File: config.mk
export PLATFORM = sky130hd
export DESIGN_NAME = debug_port_ng
export DESIGN_NICKNAME = d
export VERILOG_FILES = /design/src/rtl/debug_port_ng.sv
export SDC_FILE = /design/constraint.sdc
export NUM_CORES = 1
export LEC_CHECK = 0
export ABC_AREA = 1
export BUFFER_PORTS_ARGS = -buffer_cell sky130_fd_sc_hd__clkbuf_2
export CAP_MARGIN = 20
export CORE_ASPECT_RATIO = 0.5
export CORE_MARGIN = 5
export CORE_UTILIZATION = 35
export CTS_CLUSTER_SIZE = 8
export DETAILED_ROUTE_END_ITERATION = 12
export GPL_ROUTABILITY_DRIVEN = 0
export PLACE_DENSITY_LB_ADDON = 0.05
export SYNTH_ARGS = -nofsm -noshare
export SYNTH_HDL_FRONTEND = slang
export SYNTH_SLANG_ARGS = --single-unit
export TNS_END_PERCENT = 100
File: constraint.sdc
create_clock -name CLK -period 2.6 [get_ports CLK]
set_clock_uncertainty 0.05 [all_clocks]
set_input_delay 0 -clock CLK [delete_from_list [all_inputs] [get_ports CLK]]
set_output_delay 0 -clock CLK [all_outputs]
set_load 0.05 [all_outputs]
File: src/rtl/debug_port_ng.sv
// debug_port_ng: parametrised debug bridge between an 8-bit host register
// interface and the CPU core. The host loads the address and write data a byte
// at a time, then launches a request/acknowledge transaction. On acknowledge,
// the transaction captures one of four source words for lane-by-lane readback.
// Optional feature macro: DEBUG_PORT_TIMEOUT_EN aborts a request that has not
// been acknowledged after TIMEOUT cycles and flags ERR_TMO.
module debug_port_ng #(
  parameter int ADDR_WIDTH = 16,
  parameter int DATA_WIDTH = 16,
  parameter int ADDR_STEP  = 2,
  parameter int TIMEOUT    = 255
) (
  input  logic                    CLK,
  input  logic                    RESET,
  input  logic [2:0]              HOST_ADDR,
  input  logic [7:0]              HOST_DIN,
  output logic [7:0]              HOST_DOUT,
  input  logic                    HOST_WR,
  input  logic                    HOST_RD,
  output logic                    DEBUG_STOP,
  input  logic                    DEBUG_STOPPED,
  output logic                    DEBUG_REQ,
  input  logic                    DEBUG_ACK,
  output logic [2:0]              DEBUG_OP,
  output logic [4:0]              DEBUG_SEL,
  output logic [ADDR_WIDTH-1:0]   DEBUG_MEM_ADDR,
  output logic [DATA_WIDTH-1:0]   DEBUG_MEM_DATA_OUT,
  input  logic [4*DATA_WIDTH-1:0] DEBUG_SRC_DATA
);

  localparam int LANES  = DATA_WIDTH / 8;
  localparam int RPTR_W = (LANES > 1) ? $clog2(LANES) : 1;

  typedef enum logic [1:0] {S_IDLE, S_REQ, S_POST} state_t;

  state_t                state;
  logic                  stop;
  logic                  autoinc;
  logic                  err_busy;
  logic                  err_tmo;
  logic [2:0]            op;
  logic [4:0]            sel;
  logic [ADDR_WIDTH-1:0] addr;
  logic [DATA_WIDTH-1:0] wdata;
  logic [DATA_WIDTH-1:0] result;
  logic [RPTR_W-1:0]     rptr;
  logic [1:0]            src_sel;

`ifdef DEBUG_PORT_TIMEOUT_EN
  localparam int TMO_W = ($clog2(TIMEOUT + 1) > 8) ? $clog2(TIMEOUT + 1) : 8;
  logic [TMO_W-1:0] tmo_cnt;
`endif

  logic                  busy;
  logic                  wr_ctrl;
  logic                  wr_op;
  logic                  wr_addr;
  logic                  wr_wdata;
  logic                  wr_reject;
  logic                  rd_rdata;
  logic [ADDR_WIDTH-1:0] addr_shift;
  logic [DATA_WIDTH-1:0] wdata_shift;
  logic [DATA_WIDTH-1:0] src_word;

  assign busy        = (state != S_IDLE);
  assign wr_ctrl     = HOST_WR && (HOST_ADDR == 3'd0);
  assign wr_op       = HOST_WR && (HOST_ADDR == 3'd1);
  assign wr_addr     = HOST_WR && (HOST_ADDR == 3'd2);
  assign wr_wdata    = HOST_WR && (HOST_ADDR == 3'd3);
  assign wr_reject   = busy && (wr_op || wr_addr || wr_wdata);
  assign rd_rdata    = HOST_RD && (HOST_ADDR == 3'd4);
  // Bytes enter at the bottom and push older bytes towards the MSB.
  assign addr_shift  = (addr << 8) | ADDR_WIDTH'(HOST_DIN);
  assign wdata_shift = (wdata << 8) | DATA_WIDTH'(HOST_DIN);
  assign src_word    = DEBUG_SRC_DATA[src_sel*DATA_WIDTH +: DATA_WIDTH];

  // Host-owned configuration: halt request, auto-increment, capture source, write data.
  always_ff @(posedge CLK) begin
    if (RESET) begin
      stop    <= 1'b0;
      autoinc <= 1'b0;
      src_sel <= 2'd0;
      wdata   <= '0;
    end else begin
      if (wr_ctrl) begin
        stop    <= HOST_DIN[0];
        autoinc <= HOST_DIN[1];
      end
      if (wr_wdata && !busy) wdata <= wdata_shift;
      if (HOST_WR && (HOST_ADDR == 3'd5)) src_sel <= HOST_DIN[1:0];
    end
  end

  // Transaction engine with the address counter, result capture, readback pointer and error flags.
  always_ff @(posedge CLK) begin
    if (RESET) begin
      state    <= S_IDLE;
      op       <= 3'd0;
      sel      <= 5'd0;
      addr     <= '0;
      result   <= '0;
      rptr     <= '0;
      err_busy <= 1'b0;
      err_tmo  <= 1'b0;
`ifdef DEBUG_PORT_TIMEOUT_EN
      tmo_cnt  <= '0;
`endif
    end else begin
      if (wr_ctrl && HOST_DIN[2]) begin
        err_busy <= 1'b0;
        err_tmo  <= 1'b0;
      end
      if (wr_reject) err_busy <= 1'b1;
      if (rd_rdata) rptr <= (rptr == RPTR_W'(LANES - 1)) ? '0 : rptr + RPTR_W'(1);
      case (state)
        S_IDLE: begin
          if (wr_op) begin
            {sel, op} <= HOST_DIN;
            state     <= S_REQ;
`ifdef DEBUG_PORT_TIMEOUT_EN
            tmo_cnt   <= '0;
`endif
          end else if (wr_addr) begin
            addr <= addr_shift;
          end
        end
        S_REQ: begin
          if (DEBUG_ACK) begin
            result <= src_word;
            rptr   <= '0;
            state  <= S_POST;
          end
`ifdef DEBUG_PORT_TIMEOUT_EN
          else if (tmo_cnt == TMO_W'(TIMEOUT - 1)) begin
            err_tmo <= 1'b1;
            state   <= S_IDLE;
          end else begin
            tmo_cnt <= tmo_cnt + TMO_W'(1);
          end
`endif
        end
        S_POST: begin
          if (autoinc && op[2]) addr <= addr + ADDR_WIDTH'(ADDR_STEP);
          state <= S_IDLE;
        end
        default: state <= S_IDLE;
      endcase
    end
  end

  // Zero-latency host readback mux.
  always_comb begin
    HOST_DOUT = 8'h00;
    case (HOST_ADDR)
      3'd0:    HOST_DOUT = {4'b0000, err_tmo, err_busy, busy, DEBUG_STOPPED};
      3'd1:    HOST_DOUT = {sel, op};
      3'd2:    HOST_DOUT = addr[7:0];
      3'd3:    HOST_DOUT = wdata[7:0];
      3'd4:    HOST_DOUT = result[rptr*8 +: 8];
      3'd5:    HOST_DOUT = {6'b000000, src_sel};
      default: HOST_DOUT = 8'h00;
    endcase
  end

  assign DEBUG_STOP         = stop;
  assign DEBUG_REQ          = (state == S_REQ);
  assign DEBUG_OP           = op;
  assign DEBUG_SEL          = sel;
  assign DEBUG_MEM_ADDR     = addr;
  assign DEBUG_MEM_DATA_OUT = wdata;

endmodule

* Word level (Yosys, flattened, before mapping)
Cells that the tools add are included.
Operators by class: muxes and demuxes 14, equal/unequal tests 12, shifts and indexed selects 2, div/mod/pow operators 0, reduce and logical (&&, ||, !) cells 22, bitwise gates (word level) 2, multipliers 0, magnitude comparators 0, add/sub/neg operators 2
Operators by type and width (number):
- indexed part select 64 x 7 -> 16 bit | 1
- two-way mux 16 bit | 3
- one-hot mux 8 bit (6 select lines) | 1
- bitwise OR 16 x 8 -> 16 bit | 2
- one-hot mux 16 bit (2 select lines) | 1
- adder 16 x 2 -> 16 bit (second input constant) | 1
- indexed part select 16 x 5 -> 8 bit | 1
- logical AND 1 bit | 10
- inequality test 2 bit (second input constant) | 4
- == test 3 x 2 -> 1 bit (second input constant) | 2
- == test 3 bit (second input constant) | 2
- two-way mux 1 bit | 6
- AND reduction 2 bit | 3
- nonzero test 2 bit | 3
- two-way mux 2 bit | 2
- one-hot mux 2 bit (2 select lines) | 1
- AND reduction 4 bit | 1
- == test 3 x 1 -> 1 bit (second input constant) | 1
- zero test 3 bit | 1
- == test 2 x 1 -> 1 bit (second input constant) | 1
- == test 2 bit (second input constant) | 1
- zero test 2 bit | 1
- logical OR 1 bit | 2
- inequality test 2 x 1 -> 1 bit (second input constant) | 1
- 2 further kinds | 2
Storage, ports and cells: bits in read-only memories 0, output and inout bits 50, RAM bits 0, bits in registers 64, latch bits 0, memories kept 0

* Logic depth before layout (Yosys ltp)
depth after elaboration 6, depth in mapped cells 9

* Worst setup path after synthesis
No wires, ideal clock.
kind reg2reg, start point register addr[1], in the netlist DEBUG_MEM_ADDR[1], end point register addr[11], in the netlist DEBUG_MEM_ADDR[11], data arrival time 1702 ps, setup slack 783 ps, period minus slack after synthesis 1817 ps, library setup time 66 ps, cell stages (with the launch flop) 8, cells stage by stage dfxtp_1 -> ha_1 -> nand3_2 -> nor2_4 -> nand2_1 -> o21ai_0 -> a21oi_1 -> nor2_1
On the way: cells in the longest elaborated chain, start to end 3
RTL lines:
- from (decl) | RTL line 43 | logic [ADDR_WIDTH-1:0] addr;
- from (signal assigned) | RTL line 124 | addr <= addr_shift;
- from (signal assigned) | RTL line 143 | if (autoinc && op[2]) addr <= addr + ADDR_WIDTH'(ADDR_STEP);
- adder 16 x 2 -> 16 bit | RTL line 143
- two-way mux 16 bit | RTL line 143
- one-hot mux 16 bit (2 select lines) | RTL line 115 | case (state)
Every way passes these cells. The select of a mux whose other input is x is not followed. A chain may end at the register's enable or synchronous reset.

* Worst setup path after layout
start point register rptr, end point output HOST_DOUT[1]
On the way: cells in the longest elaborated chain, start to end 2
RTL lines:
- from (decl) | RTL line 46 | logic [RPTR_W-1:0] rptr;
- from (signal assigned) | RTL line 114 | if (rd_rdata) rptr <= (rptr == RPTR_W'(LANES - 1)) ? '0 : rptr + RPTR_W'(1);
- indexed part select 16 x 5 -> 8 bit | RTL line 159 | 3'd4: HOST_DOUT = result[rptr*8 +: 8];
- one-hot mux 8 bit (6 select lines) | RTL line 154 | case (HOST_ADDR)
- to (decl) | RTL line 17 | output logic [7:0] HOST_DOUT,
Every way passes these cells.

==> impl_metrics.yaml <==
run_status:
  status: "finished clean"
synth:
  synth_mux_area_share_pct: 0
  yosys_warnings: 0
  synth_cells: 544
  synthSimpleGateAreaFrac_pct: 30.4
  yosysUniqueCellTypes: 32
  ys.flop_type: "dfxtp_1"
  syn_area_per_cell_um2: 6.58
  synth_nets: 626
  async_flop_share_pct: 0
  ys_seq_area_share_pct: 35.8
  synth_compound_area_share_pct: 23.5
  yosys.area_share.adder_pct: 0.349
  synth_edf_count: 0
  synthXorXnorAreaFrac_pct: 0.734
  ys_ff_latch: 64
  synth_top_family_by_area: "simple AND/OR/NAND/NOR gates"
  syn_area_um2: 3580
finish:
  syn2layout_area_growth_pct: 33.1
  layout-drive-gt1-share_pct: 26.2
  mostFrequentLayoutCells: "130 x clkbuf_2, 106 x nand2_1, 83 x nor2_1"
  fin_nets: 760
  postLayoutCoreUtil_pct: 47.2
  antenna_cells: 0
  final_common_cell: "clkbuf_2"
  num-fill-cells: 1107
sta:
  final-max-slew-violation-count: 0
  rsz0062_at_grt: "false"
  period_minus_slack_ps: 1850
  hold_viol_final: 0
  relSlewSlack_pct: 65.5
  fmax_ghz: 0.542
  tightest_slew_ps: 517
  fin_setup_tns_ps: 0
  hold_ws_ps: 12.8
  setup_violations: 0
  finalCritPeriodShare_pct: 71.0
die:
  die-height_um: 81.5
  die_area_um2: 12500
  rows: 26
  core_area_um2: 10100
  ios: 131
  start_util_pct: 35.5
  die_w_um: 153
cts:
  clkLatencyLatePin_ps: 330
  htreeDepth: 3
  clkSlewWorstSetupHoldPaths_ps: 50
  cts.path.max_buffers: 2
  root_buffer: "clkbuf_16"
  cts_made_buffers: 9
  clkSinkCount: 64
  cts-resized-gates: 0
  cts_tree: "done"
setup_path:
  cp_data_required_time_ps: 2550
  r2r-start: "state[1]"
  cp_data_arrival_time_ps: 1800
  max_stage_delay_ps: 630
  cp-start-kind: "flop"
  r2r_setup_slack_ps: 790
  crit_chain: "o21ai_0 > a22o_1 > inv_1 > nand4_1 > clkbuf_2"
  cpMaxStageDelayCell: "dfxtp_1"
  crit_start: "rptr"
  setup.worst_path.class: "reg -> out"
  cp-end-kind: "primary output"
  cp_max_fo: 18
route:
  wirelength_mm: 12.1
  postRouteAntennaNets: 0
  drtIter0Drc: 176
  vias: 3988
  wl_per_cell_um: 14.7
  drcViolationCount: 0
  first_pass_iters: 4
  viasPerCell: 4.85
flow_run:
  max_cap_viol_count: 0
pwr:
  powerDensity_nw_per_um2: 579
  ir_drop_uv: 334
  cellLeakagePower_nw: 2.07
  p_total_mw: 2.76
min_path:
  min-delay-start: "DEBUG_SRC_DATA[13]"
  hp-class: "in -> reg"
global_routing:
  grt_pass1_wl_mm: 19.5
  grt-ovfl-total: 0
  grt_max_degree: 34
  grt_use_total_pct: 19.5
  antenna_found_initial: 0
  grt_pass1_vias: 3697
placed_design:
  dp_hpwl_mm: 8.97
  portBuffers: 130
==> cell type report <==
cell class / count / area (um2) / share of cell area (%)
repair buffers: 148 / 818 / 17.2
clock inverters: 3 / 65.1 / 1.37
multi-input cells: 402 / 1970 / 41.3
inverters: 53 / 199 / 4.18
flip-flops and latches: 64 / 1280 / 26.9
clock buffers: 12 / 256 / 5.38
well taps: 140 / 175 / 3.68
==> synth_stat cells, types with 2 or more instances <==
| cell | n | share of area [%] |
|---|---|---|
| o211ai_1 | 3 | 0.63 |
| buf_4 | 5 | 1.0 |
| buf_6 | 2 | 0.63 |
| buf_2 | 3 | 0.42 |
| inv_1 | 40 | 4.2 |
| o2111ai_1 | 3 | 0.73 |
| nand2_4 | 2 | 0.63 |
| clkbuf_1 | 15 | 1.6 |
| nand3b_1 | 2 | 0.42 |
| a21oi_1 | 31 | 4.3 |
| o21ai_0 | 55 | 7.7 |
| a22oi_1 | 6 | 1.3 |
| xor2_1 | 2 | 0.49 |
| nor2_4 | 5 | 1.6 |
| nand4_1 | 9 | 1.6 |
| inv_2 | 13 | 1.4 |
| dfxtp_1 | 64 | 36 |
| nand3_1 | 28 | 3.9 |
| o22ai_1 | 17 | 3.0 |
| o21ai_1 | 34 | 4.8 |
| o21ai_2 | 3 | 0.73 |
| nor2_1 | 83 | 8.7 |
| nand2_1 | 106 | 11 |
| nand3_2 | 5 | 1.4 |
==> kinds of logic (layout without fill, tap and decap cells) <==
group                    count (synthesis)  count (layout)
flip-flops                              64              64
XOR/XNOR                                 3               3
buffers and inverters                   78             216
AND/OR/NAND/NOR                        244             244
adder cells (fa/ha/maj)                  1               1
AO/OA/AOI/OAI                          154             154
==> power by group <==
| group | internal [mW] | switching, mW |
|---|---|---|
| clock network | 0.885 | 0.436 |
| logic | 0.133 | 0.258 |
| registers | 1.01 | 0.0364 |
==> routing by layer <==
| metal | share of wire (%) | routed length (um) | global-route usage, % |
|---|---|---|---|
| met1 | 51 | 6180 | 26.7 |
| met2 | 43 | 5160 | 30.9 |
| met3 | 5.8 | 703 | 5.47 |
| met4 | 0.54 | 65 | 3.91 |
| met5 | 0 | 0 | 0 |
==> registers in the layout (all words and copies together) (netlist names) <==
signal / cells
DEBUG_MEM_ADDR: 16
DEBUG_MEM_DATA_OUT: 16
DEBUG_OP: 3
DEBUG_SEL: 5
DEBUG_STOP: 1
autoinc: 1
err_busy: 1
result: 16
rptr: 1
src_sel: 2
state: 2
==> repair_timing <==
action                                 4_1_cts  5_1_grt
setup buffers                                0        0
endpoints found under the hold margin       23        0
hold buffers                                13        0
==> critical path: cells and delay by family, from the launching register on <==
kind / cells / cell delay, ps
simple gates: 1 / 60
flops: 1 / 630
buf+inv: 2 / 310
compound gates: 2 / 460
==> final timing paths <==
path	endpoint	depth (start not counted)
max	HOST_DOUT[1]	5
min	result[13]	5
max reg2reg	DEBUG_MEM_ADDR[8]	8
min reg2reg	result[5]	2
==> stage by stage <==
stage / cells / instance area [um2] / setup slack (ps)
final: 822 / 4760 / 754
after global routing: 822 / 4760 / 586
after CTS: 822 / 4760 / 741
after detailed placement: 794 / 4310 / 815
after global placement: 794 / 4310 / 874
after floorplan: 544 / 3580 / 783
No activity file was read; power rests on OpenSTA's default activity.
